`config.mk`:
```
export PLATFORM = sky130hd
export DESIGN_NAME = video_black_clamp
export DESIGN_NICKNAME = d
export VERILOG_FILES = /design/src/rtl/video_black_clamp.sv
export SDC_FILE = /design/constraint.sdc
export NUM_CORES = 1
export LEC_CHECK = 0
export BUFFER_PORTS_ARGS = -buffer_cell sky130_fd_sc_hd__buf_4
export CORE_ASPECT_RATIO = 1.2
export CORE_MARGIN = 3
export CORE_UTILIZATION = 40
export DETAILED_ROUTE_END_ITERATION = 6
export GPL_ROUTABILITY_DRIVEN = 0
export PLACE_DENSITY = 0.56
export SETUP_SLACK_MARGIN = 0.3
export SYNTH_ARGS = -nofsm -noshare
export SYNTH_HDL_FRONTEND = slang
export SYNTH_SLANG_ARGS = --single-unit
```
`constraint.sdc`:
```
create_clock -name clk -period 5.86 [get_ports clk]
set_clock_uncertainty 0.2 [all_clocks]
set_input_delay 0.586 -clock clk [delete_from_list [all_inputs] [get_ports clk]]
set_output_delay 0.586 -clock clk [all_outputs]
set_load 0.01 [all_outputs]
```
`src/rtl/video_black_clamp.sv`:
```
// Black-level clamp and gain stage for the composite sample stream.
// Measures back-porch level per line and restores a fixed black code.
module video_black_clamp #(
    parameter int DATA_W       = 12,
    parameter int BP_START     = 24,
    parameter int BP_LOG2      = 5,
    parameter int LINE_TIMEOUT = 2600
) (
    input  logic              clk,
    input  logic              rst_n,
    input  logic              sample_valid,
    input  logic [DATA_W-1:0] adc_data,
    input  logic              h_sync_pulse,
    input  logic [7:0]        gain,
    input  logic [DATA_W-1:0] black_target,
    output logic              out_valid,
    output logic [DATA_W-1:0] out_data,
    output logic [DATA_W-1:0] black_level,
    output logic              level_update,
    output logic              clamp_lost
);

    localparam int SUM_W  = DATA_W + BP_LOG2;
    localparam int SKIP_W = $clog2(BP_START + 1);
    localparam int LINE_W = $clog2(LINE_TIMEOUT + 1);
    localparam int DIFF_W = DATA_W + 1;
    localparam int PROD_W = DATA_W + 10;
    localparam int FRAC   = 6;

    localparam logic [SKIP_W-1:0]  SKIP_LAST = SKIP_W'(BP_START - 1);
    localparam logic [BP_LOG2-1:0] ACC_LAST  = '1;
    localparam logic [LINE_W-1:0]  LINE_MAX  = LINE_W'(LINE_TIMEOUT);
    localparam logic signed [PROD_W-1:0] SAT_HI =
        PROD_W'((1 << DATA_W) - 1);

    typedef enum logic [1:0] {
        IDLE,
        SKIP,
        ACCUM,
        UPDATE
    } meas_state_t;

    meas_state_t        state, state_nx;
    logic [SKIP_W-1:0]  skip_cnt, skip_nx;
    logic [BP_LOG2-1:0] acc_cnt, acc_nx;
    logic [SUM_W-1:0]   sum, sum_nx;
    logic [DATA_W-1:0]  level_nx;
    logic [LINE_W-1:0]  line_cnt, line_nx;
    logic               lost_nx;

    logic                     s1_valid;
    logic signed [DIFF_W-1:0] s1_diff;
    logic [7:0]               s1_gain;
    logic [DATA_W-1:0]        s1_tgt;
    logic                     s2_valid;
    logic signed [PROD_W-1:0] s2_prod;
    logic [DATA_W-1:0]        s2_tgt;
    logic                     s3_valid;

    logic signed [PROD_W-1:0] mul_a, mul_b, prod_nx;
    logic signed [PROD_W-1:0] shifted, res;
    logic [DATA_W-1:0]        sat_nx;

    // Measurement state register, counters, sum and published level.
    always_ff @(posedge clk or negedge rst_n) begin
        if (!rst_n) begin
            state       <= IDLE;
            skip_cnt    <= '0;
            acc_cnt     <= '0;
            sum         <= '0;
            black_level <= '0;
        end else begin
            state       <= state_nx;
            skip_cnt    <= skip_nx;
            acc_cnt     <= acc_nx;
            sum         <= sum_nx;
            black_level <= level_nx;
        end
    end

    // Next-state logic; a line pulse always wins over a same-clk sample.
    always_comb begin
        state_nx = state;
        skip_nx  = skip_cnt;
        acc_nx   = acc_cnt;
        sum_nx   = sum;
        level_nx = black_level;
        unique case (state)
            IDLE: begin
                if (h_sync_pulse) begin
                    state_nx = SKIP;
                    skip_nx  = '0;
                end
            end
            SKIP: begin
                if (h_sync_pulse) begin
                    skip_nx = '0;
                end else if (sample_valid) begin
                    if (skip_cnt == SKIP_LAST) begin
                        state_nx = ACCUM;
                        sum_nx   = '0;
                        acc_nx   = '0;
                    end else begin
                        skip_nx = skip_cnt + SKIP_W'(1);
                    end
                end
            end
            ACCUM: begin
                if (h_sync_pulse) begin
                    state_nx = SKIP;
                    skip_nx  = '0;
                    sum_nx   = '0;
                    acc_nx   = '0;
                end else if (sample_valid) begin
                    sum_nx = sum + SUM_W'(adc_data);
                    if (acc_cnt == ACC_LAST) begin
                        state_nx = UPDATE;
                    end else begin
                        acc_nx = acc_cnt + BP_LOG2'(1);
                    end
                end
            end
            UPDATE: begin
                level_nx = sum[SUM_W-1:BP_LOG2];
                skip_nx  = '0;
                state_nx = h_sync_pulse ? SKIP : IDLE;
            end
            default: begin
                state_nx = IDLE;
            end
        endcase
    end

    assign level_update = (state == UPDATE);

    // Line-length watchdog: saturating count and lost flag.
    always_comb begin
        line_nx = line_cnt;
        lost_nx = clamp_lost;
        if (h_sync_pulse) begin
            line_nx = '0;
        end else if (sample_valid && line_cnt != LINE_MAX) begin
            line_nx = line_cnt + LINE_W'(1);
        end
        if (state_nx == UPDATE) begin
            lost_nx = 1'b0;
        end else if (line_nx == LINE_MAX) begin
            lost_nx = 1'b1;
        end
    end

    // Watchdog registers.
    always_ff @(posedge clk or negedge rst_n) begin
        if (!rst_n) begin
            line_cnt   <= '0;
            clamp_lost <= 1'b0;
        end else begin
            line_cnt   <= line_nx;
            clamp_lost <= lost_nx;
        end
    end

    // S2 multiply and S3 shift, offset and saturation.
    always_comb begin
        mul_a   = PROD_W'(s1_diff);
        mul_b   = PROD_W'($signed({1'b0, s1_gain}));
        prod_nx = mul_a * mul_b;
        shifted = s2_prod >>> FRAC;
        res     = shifted + PROD_W'($signed({1'b0, s2_tgt}));
        sat_nx  = res[DATA_W-1:0];
        if (res < 0) begin
            sat_nx = '0;
        end else if (res > SAT_HI) begin
            sat_nx = '1;
        end
    end

    // S1: offset removal, capture per-sample controls.
    always_ff @(posedge clk or negedge rst_n) begin
        if (!rst_n) begin
            s1_valid <= 1'b0;
            s1_diff  <= '0;
            s1_gain  <= '0;
            s1_tgt   <= '0;
        end else begin
            s1_valid <= sample_valid;
            if (sample_valid) begin
                s1_diff <= $signed({1'b0, adc_data})
                         - $signed({1'b0, black_level});
                s1_gain <= gain;
                s1_tgt  <= black_target;
            end
        end
    end

    // S2: gain product.
    always_ff @(posedge clk or negedge rst_n) begin
        if (!rst_n) begin
            s2_valid <= 1'b0;
            s2_prod  <= '0;
            s2_tgt   <= '0;
        end else begin
            s2_valid <= s1_valid;
            if (s1_valid) begin
                s2_prod <= prod_nx;
                s2_tgt  <= s1_tgt;
            end
        end
    end

    // S3: saturated output, held between strobes.
    always_ff @(posedge clk or negedge rst_n) begin
        if (!rst_n) begin
            s3_valid <= 1'b0;
            out_data <= '0;
        end else begin
            s3_valid <= s2_valid;
            if (s2_valid) begin
                out_data <= sat_nx;
            end
        end
    end

    assign out_valid = s3_valid;

endmodule

```
==> results.toml, run 1 <==
[sta]
relSlewSlack_pct = 42.7
period_needed_ns = 5.21
setup_viol = 0
slew_violations = 0
fmax_mhz = 192
hold_violations = 0
rsz0062_at_grt = "no"
fin_crit_sh_pct = 88.9
tns_ns = 0
tightestPinTransition_ns = 0.860

[route]
firstDrtPassIters = 4
drcViolationCount = 0
wirelength_um = 22200
avgViaCountPerCell = 5.02
route.vias.total = 7363
drt_iter0_markers = 171
ant_nets = 0
wl_per_cell_um = 15.1

[hold_path]
hold_path.class = "input port to async pin"

[grt]
grt_pass1_wl_um = 37600
grt_start_max_net_pins = 91
globalRouteTotalUtil_pct = 16.3
grt-ovfl-total = 0
antenna_found_initial = 0
grt_pass1_vias = 7810

[critical_path]
cp.required_ns = 5.95
crit_fanout = 14
end_kind = "flop"
regToRegSetupSlack_ns = 0.65
cp-start-kind = "flop"
critPathCapture = "s2_prod[20]"
cp.arrival_ns = 5.30
rr_endpoint = "s2_prod[20]"
cp-startpoint = "s1_gain[5]"
rr_worst_depth = 16
worstReg2RegStart = "s1_gain[5]"
worst-setup-path-type = "flop to flop"

[place]
hpwl_um = 17200
placedCellCount = 1436
numPortBuffers = 62

[die]
die_h_um = 183
start_util_pct = 40.9
ios = 63
die_area_um2 = 28200
fp.dieW_um = 154
rows = 64
core_area_um2 = 25600

[power_and_ir_drop]
irDropWorstVdd_mv = 0.262
powerDensity_nw_per_um2 = 509
p_leak_nw = 5.76

[clock_tree]
cts_max_path_buffers = 2
postCtsResizedCells = 0
worst_skew_pair.late_latency_ns = 0.42
tritoncts = "done"
post_cts_buffers = 0
cts-root-buf = "clkbuf_16"
h-tree-depth = 4
cts.sinks = 130
cts_hold_buf = 0
cts_made_buffers = 17
clk_pin_slew_worst_paths_ns = 0.06

[synth]
synth-edff-count = 0
synth_fp_nets = 1282
synth.yosys.seq_area_share_pct = 31.0
syn-mean-instance-area_um2 = 9.72
yosys_warnings = 0
synth_cell_types = 67
synthFlopType = "dfrtp_1"
syn_area_um2 = 10500
synthTopCellsByCount = "176 x inv_1, 130 x dfrtp_1, 106 x nand2_1"
synth-seq-cells = 130
synth_top_area_share_pct = 31.0
synth.most_common_cell = "inv_1"
ys_top_cells_by_area = "dfrtp_1 31%, fa_1 16%, ha_1 9.7%, inv_1 6.3%, mux2_2 5.3%"
yosys.area.top_type = "dfrtp_1"
synth-async-reset-ratio_pct = 100
syn_inst = 1079

[run]
timing.max_cap.violations = 0

[cells_and_area]
syn2layout_area_growth_pct = 13.2
multi_input_area_um2 = 6410
fillers = 2457
antenna_cells = 0
final_cells = 1467
final_layout_size_suffix_gt1_share_pct = 15.0
final_nets = 1328
ff_latch_area_um2 = 3250

[outcome]
status = "finished clean"
==> area by class of cell <==
class,instances,area share [%]
Tap cell,330,3.48
Clock inverter,14,1.72
Inverter,176,5.56
Clock buffer,17,3.58
Multi-Input combinational cell,733,54.0
Timing Repair Buffer,67,4.27
Sequential cell,130,27.4
==> how the worst min path moves through the flow <==
stage / startpoint / to / slack [ns] / cells past startpoint
global placement: acc_cnt[3] / acc_cnt[3] / 0.26 / 1
finish: rst_n / s1_tgt[4] / 0.06 / 1
CTS: rst_n / s1_tgt[4] / 0.1 / 1
detailed placement: sum[4] / sum[4] / 0.27 / 2
floorplan: rst_n / acc_cnt[0] / 0.09 / 0
global route: rst_n / s2_tgt[5] / 0.14 / 1
==> power breakdown <==
group	leakage [nW]	total, W	internal [W]	switching, W
registers	1.63	0.00122	0.00108	0.000145
clock network	0.308	0.00115	0.000717	0.000436
logic	3.83	0.00367	0.00175	0.00192
==> sequential cells by signal, summed over array words and instances (netlist names) <==
| signal | cells |
|---|---|
| state | 2 |
| sum | 17 |
| black_level | 12 |
| s1_valid | 1 |
| acc_cnt | 5 |
| skip_cnt | 5 |
| s2_prod | 16 |
| s1_gain | 8 |
| out_data | 12 |
| s2_tgt | 12 |
| s1_tgt | 12 |
| out_valid | 1 |
| s2_valid | 1 |
| line_cnt | 12 |
| s1_diff | 13 |
| clamp_lost | 1 |
==> through the flow <==
stage          instance area (um2)  hold slack [ns]  power (W)  setup slack, ns  util [%]
4_1_cts                      11900           0.0996    0.00615            0.633      46.3
2_1_floorplan                10500           0.0904    0.00418            0.860         -
3_5_place_dp                 11200            0.271    0.00495            0.638      43.9
5_1_grt                      11900            0.135    0.00672            0.320      46.3
3_3_place_gp                 11200            0.265    0.00487            0.686      43.9
6_report                     11900           0.0617    0.00605            0.653      46.3
==> routing by layer <==
| layer | GRT usage (%) | wire length (um) | vias to the layer above |
|---|---|---|---|
| li1 | - | - | 3654 |
| met5 | 0 | 0 | - |
| met2 | 29.6 | 11100 | 108 |
| met4 | 5.41 | 473 | 0 |
| met1 | 19.9 | 9920 | 3564 |
| met3 | 2.43 | 644 | 37 |
==> cells in the final DEF, fill, tap and decap left out, drive strengths merged, types with 19 or more instances in the layout <==
cell type  netlist  layout
a21oi           44      44
and2            55      55
buf              6      67
dfrtp          130     130
fa              86      86
ha              81      81
inv            176     179
mux2            49      49
nand2          106     106
nor2            41      41
nor3            19      19
o21ai           46      46
xnor2           31      31
xor2            24      24
==> kinds of logic after synthesis <==
logic type,after synthesis,share of synthesized area [%]
AO/OA/AOI/OAI,174,11.5
XOR/XNOR,55,4.59
flip-flops,130,31.0
buffers and inverters,216,7.88
multiplexers,52,5.54
adder cells (fa/ha/maj),167,26.1
AND/OR/NAND/NOR,285,13.4
==> critical path, stage by stage, from the launching register on <==
cell and delay [ns]:
dfrtp_1 0.57, nand2_1 0.14, fa_1 0.54, inv_1 0.05, fa_1 0.47, fa_1 0.54
inv_1 0.05, fa_1 0.52, inv_1 0.04, ha_1 0.33, and3_1 0.22, a221oi_1 0.36
a31o_2 0.26, a21oi_1 0.12, a311oi_1 0.33, xnor2_1 0.09, mux2_2 0.26
Note: power is estimated with default switching activity, not from simulation.
==> run 2: changes to the inputs <==
- ABC_CLOCK_PERIOD_IN_PS: not set -> 5860
- CORE_MARGIN: 3 -> 1
- SLEW_MARGIN: not set -> 25
==> results.toml, run 2 (synthesis gave the netlist of run 1 again) <==
[critical_path]
worst-setup-path-type = "flop to flop"
cp_cell_sequence = "nand2_1 -> fa_1 -> inv_1 -> fa_1 -> fa_1 -> inv_1 -> fa_1 -> inv_1 -> ha_1 -> and3_1 -> a221oi_1 -> a31o_2 -> a21oi_1 -> a311oi_1 -> xnor2_1 -> mux2_2"
cp.arrival_ns = 5.37
path_common_cell = "fa_1"
worstReg2RegStart = "s1_gain[4]"
cp.required_ns = 5.96
end_kind = "flop"
cpPeakStageDelay_ns = 0.59
rr_endpoint = "s2_prod[20]"
rr_worst_depth = 16
cp-start-kind = "flop"
regToRegSetupSlack_ns = 0.59
crit_fanout = 14
crit_slowest_cell = "dfrtp_1"

[route]
wl_met1_um = 9860
ant_nets = 0
route.vias.total = 7339
drt_iter0_markers = 248
avgViaCountPerCell = 5.00
drcViolationCount = 0
wl_met2_um = 11100
firstDrtPassIters = 4
wl_met3_um = 570
wl_per_cell_um = 14.9
top_layer_used = "met4"
wirelength_um = 21900

[cells_and_area]
final_cell_mix = "176 x inv_1, 130 x dfrtp_1, 106 x nand2_1"
final_nets = 1328
largest_register_ffs = 17
utilization_pct = 46.3
fillers = 2487
reg_top3 = "sum (17), s2_prod (16), s1_diff (13)"
antenna_cells = 0
syn2layout_area_growth_pct = 13.0
final_layout_size_suffix_gt1_share_pct = 15.0
top_register = "sum"
final_common_cell = "inv_1"

[clock_tree]
cts_max_path_buffers = 2
cts_made_buffers = 17
cts_hold_buf = 0
cts.sinks = 130
tritoncts = "done"
h-tree-depth = 4
postCtsResizedCells = 0
post_cts_buffers = 0
worst_skew_pair.late_latency_ns = 0.42
cts-root-buf = "clkbuf_16"
clk_pin_slew_worst_paths_ns = 0.06

[sta]
slew_violations = 0
hold_violations = 0
relSlewSlack_pct = 44.5
setup_viol = 0
hold_slack_ns = 0.0559
period_needed_ns = 5.27
rsz0062_at_grt = "no"
tns_ns = 0
fin_crit_sh_pct = 90.0
tightestPinTransition_ns = 0.832
fmax_mhz = 190

[outcome]
status = "finished clean"

[grt]
antenna_found_initial = 0
grt_pass1_wl_um = 37400
globalRouteTotalUtil_pct = 17.4
grt_start_max_net_pins = 88
grt-ovfl-total = 0
grt_pass1_vias = 7793

[die]
rows = 64
die_area_um2 = 26900
ios = 63
core_area_um2 = 25600
die_h_um = 179
fp.dieW_um = 150
start_util_pct = 40.9

[power_and_ir_drop]
p_leak_nw = 5.75
totalPowerFinal_w = 0.00598
powerDensity_nw_per_um2 = 505
irDropWorstVdd_mv = 0.283

[hold_path]
hold_path.class = "input port to async pin"

[place]
hpwl_um = 16900
numPortBuffers = 62

[run]
timing.max_cap.violations = 0
run 2: cell count changes in the layout (fill, tap and decap cells not counted):
cell        previous run  this run
bufinv_16              4         3
inv_6                  3         4
clkinv_4               6         4
clkinvlp_4             0         2
run 2: cell type report:
type / count / area (um2) / area share (%)
clock buffer: 17 / 425 / 3.59
clock inverter: 14 / 180 / 1.52
inverter: 176 / 661 / 5.57
multi-input combinational: 733 / 6410 / 54.1
sequential: 130 / 3250 / 27.4
tap: 330 / 413 / 3.48
timing repair buffer: 67 / 507 / 4.28
run 2: worst max path at each step:
stage / to / from / slack, ns / cells past startpoint
after floorplan: s2_prod[20] / s1_gain[0] / 0.86 / 18
after global placement: s2_prod[20] / s1_gain[5] / 0.68 / 16
after detailed placement: s2_prod[20] / s1_gain[5] / 0.57 / 16
after CTS: s2_prod[20] / s1_gain[5] / 0.57 / 16
after global routing: s2_prod[20] / s1_gain[5] / 0.36 / 16
final: s2_prod[20] / s1_gain[4] / 0.59 / 16
run 2: stage by stage:
step / instances / cell area [um2] / setup slack, ns
finish: 1467 / 11900 / 0.587
global route: 1467 / 11900 / 0.358
CTS: 1467 / 11900 / 0.566
detailed placement: 1436 / 11200 / 0.569
global placement: 1436 / 11200 / 0.679
floorplan: 1079 / 10500 / 0.860
run 2: per-layer routing:
metal	vias up	track usage (%)
met5	-	0
met2	88	31.0
met4	0	5.17
met1	3587	21.5
li1	3643	-
met3	21	2.61
run 2: worst max-delay path: cells and delay by family (launching register included):
kind	cells	cell delay (ns)
flops	1	0.59
mux	1	0.26
xor+xnor	1	0.09
fa+ha+maj	5	2.39
compound gates	4	1.13
buf+inv	3	0.14
simple gates	2	0.35
run 2: report_power, final:
| group | total (W) | internal, W | switching [W] |
|---|---|---|---|
| clock network | 0.00111 | 0.000674 | 0.000433 |
| registers | 0.00122 | 0.00108 | 0.000143 |
| logic | 0.00365 | 0.00175 | 0.00190 |
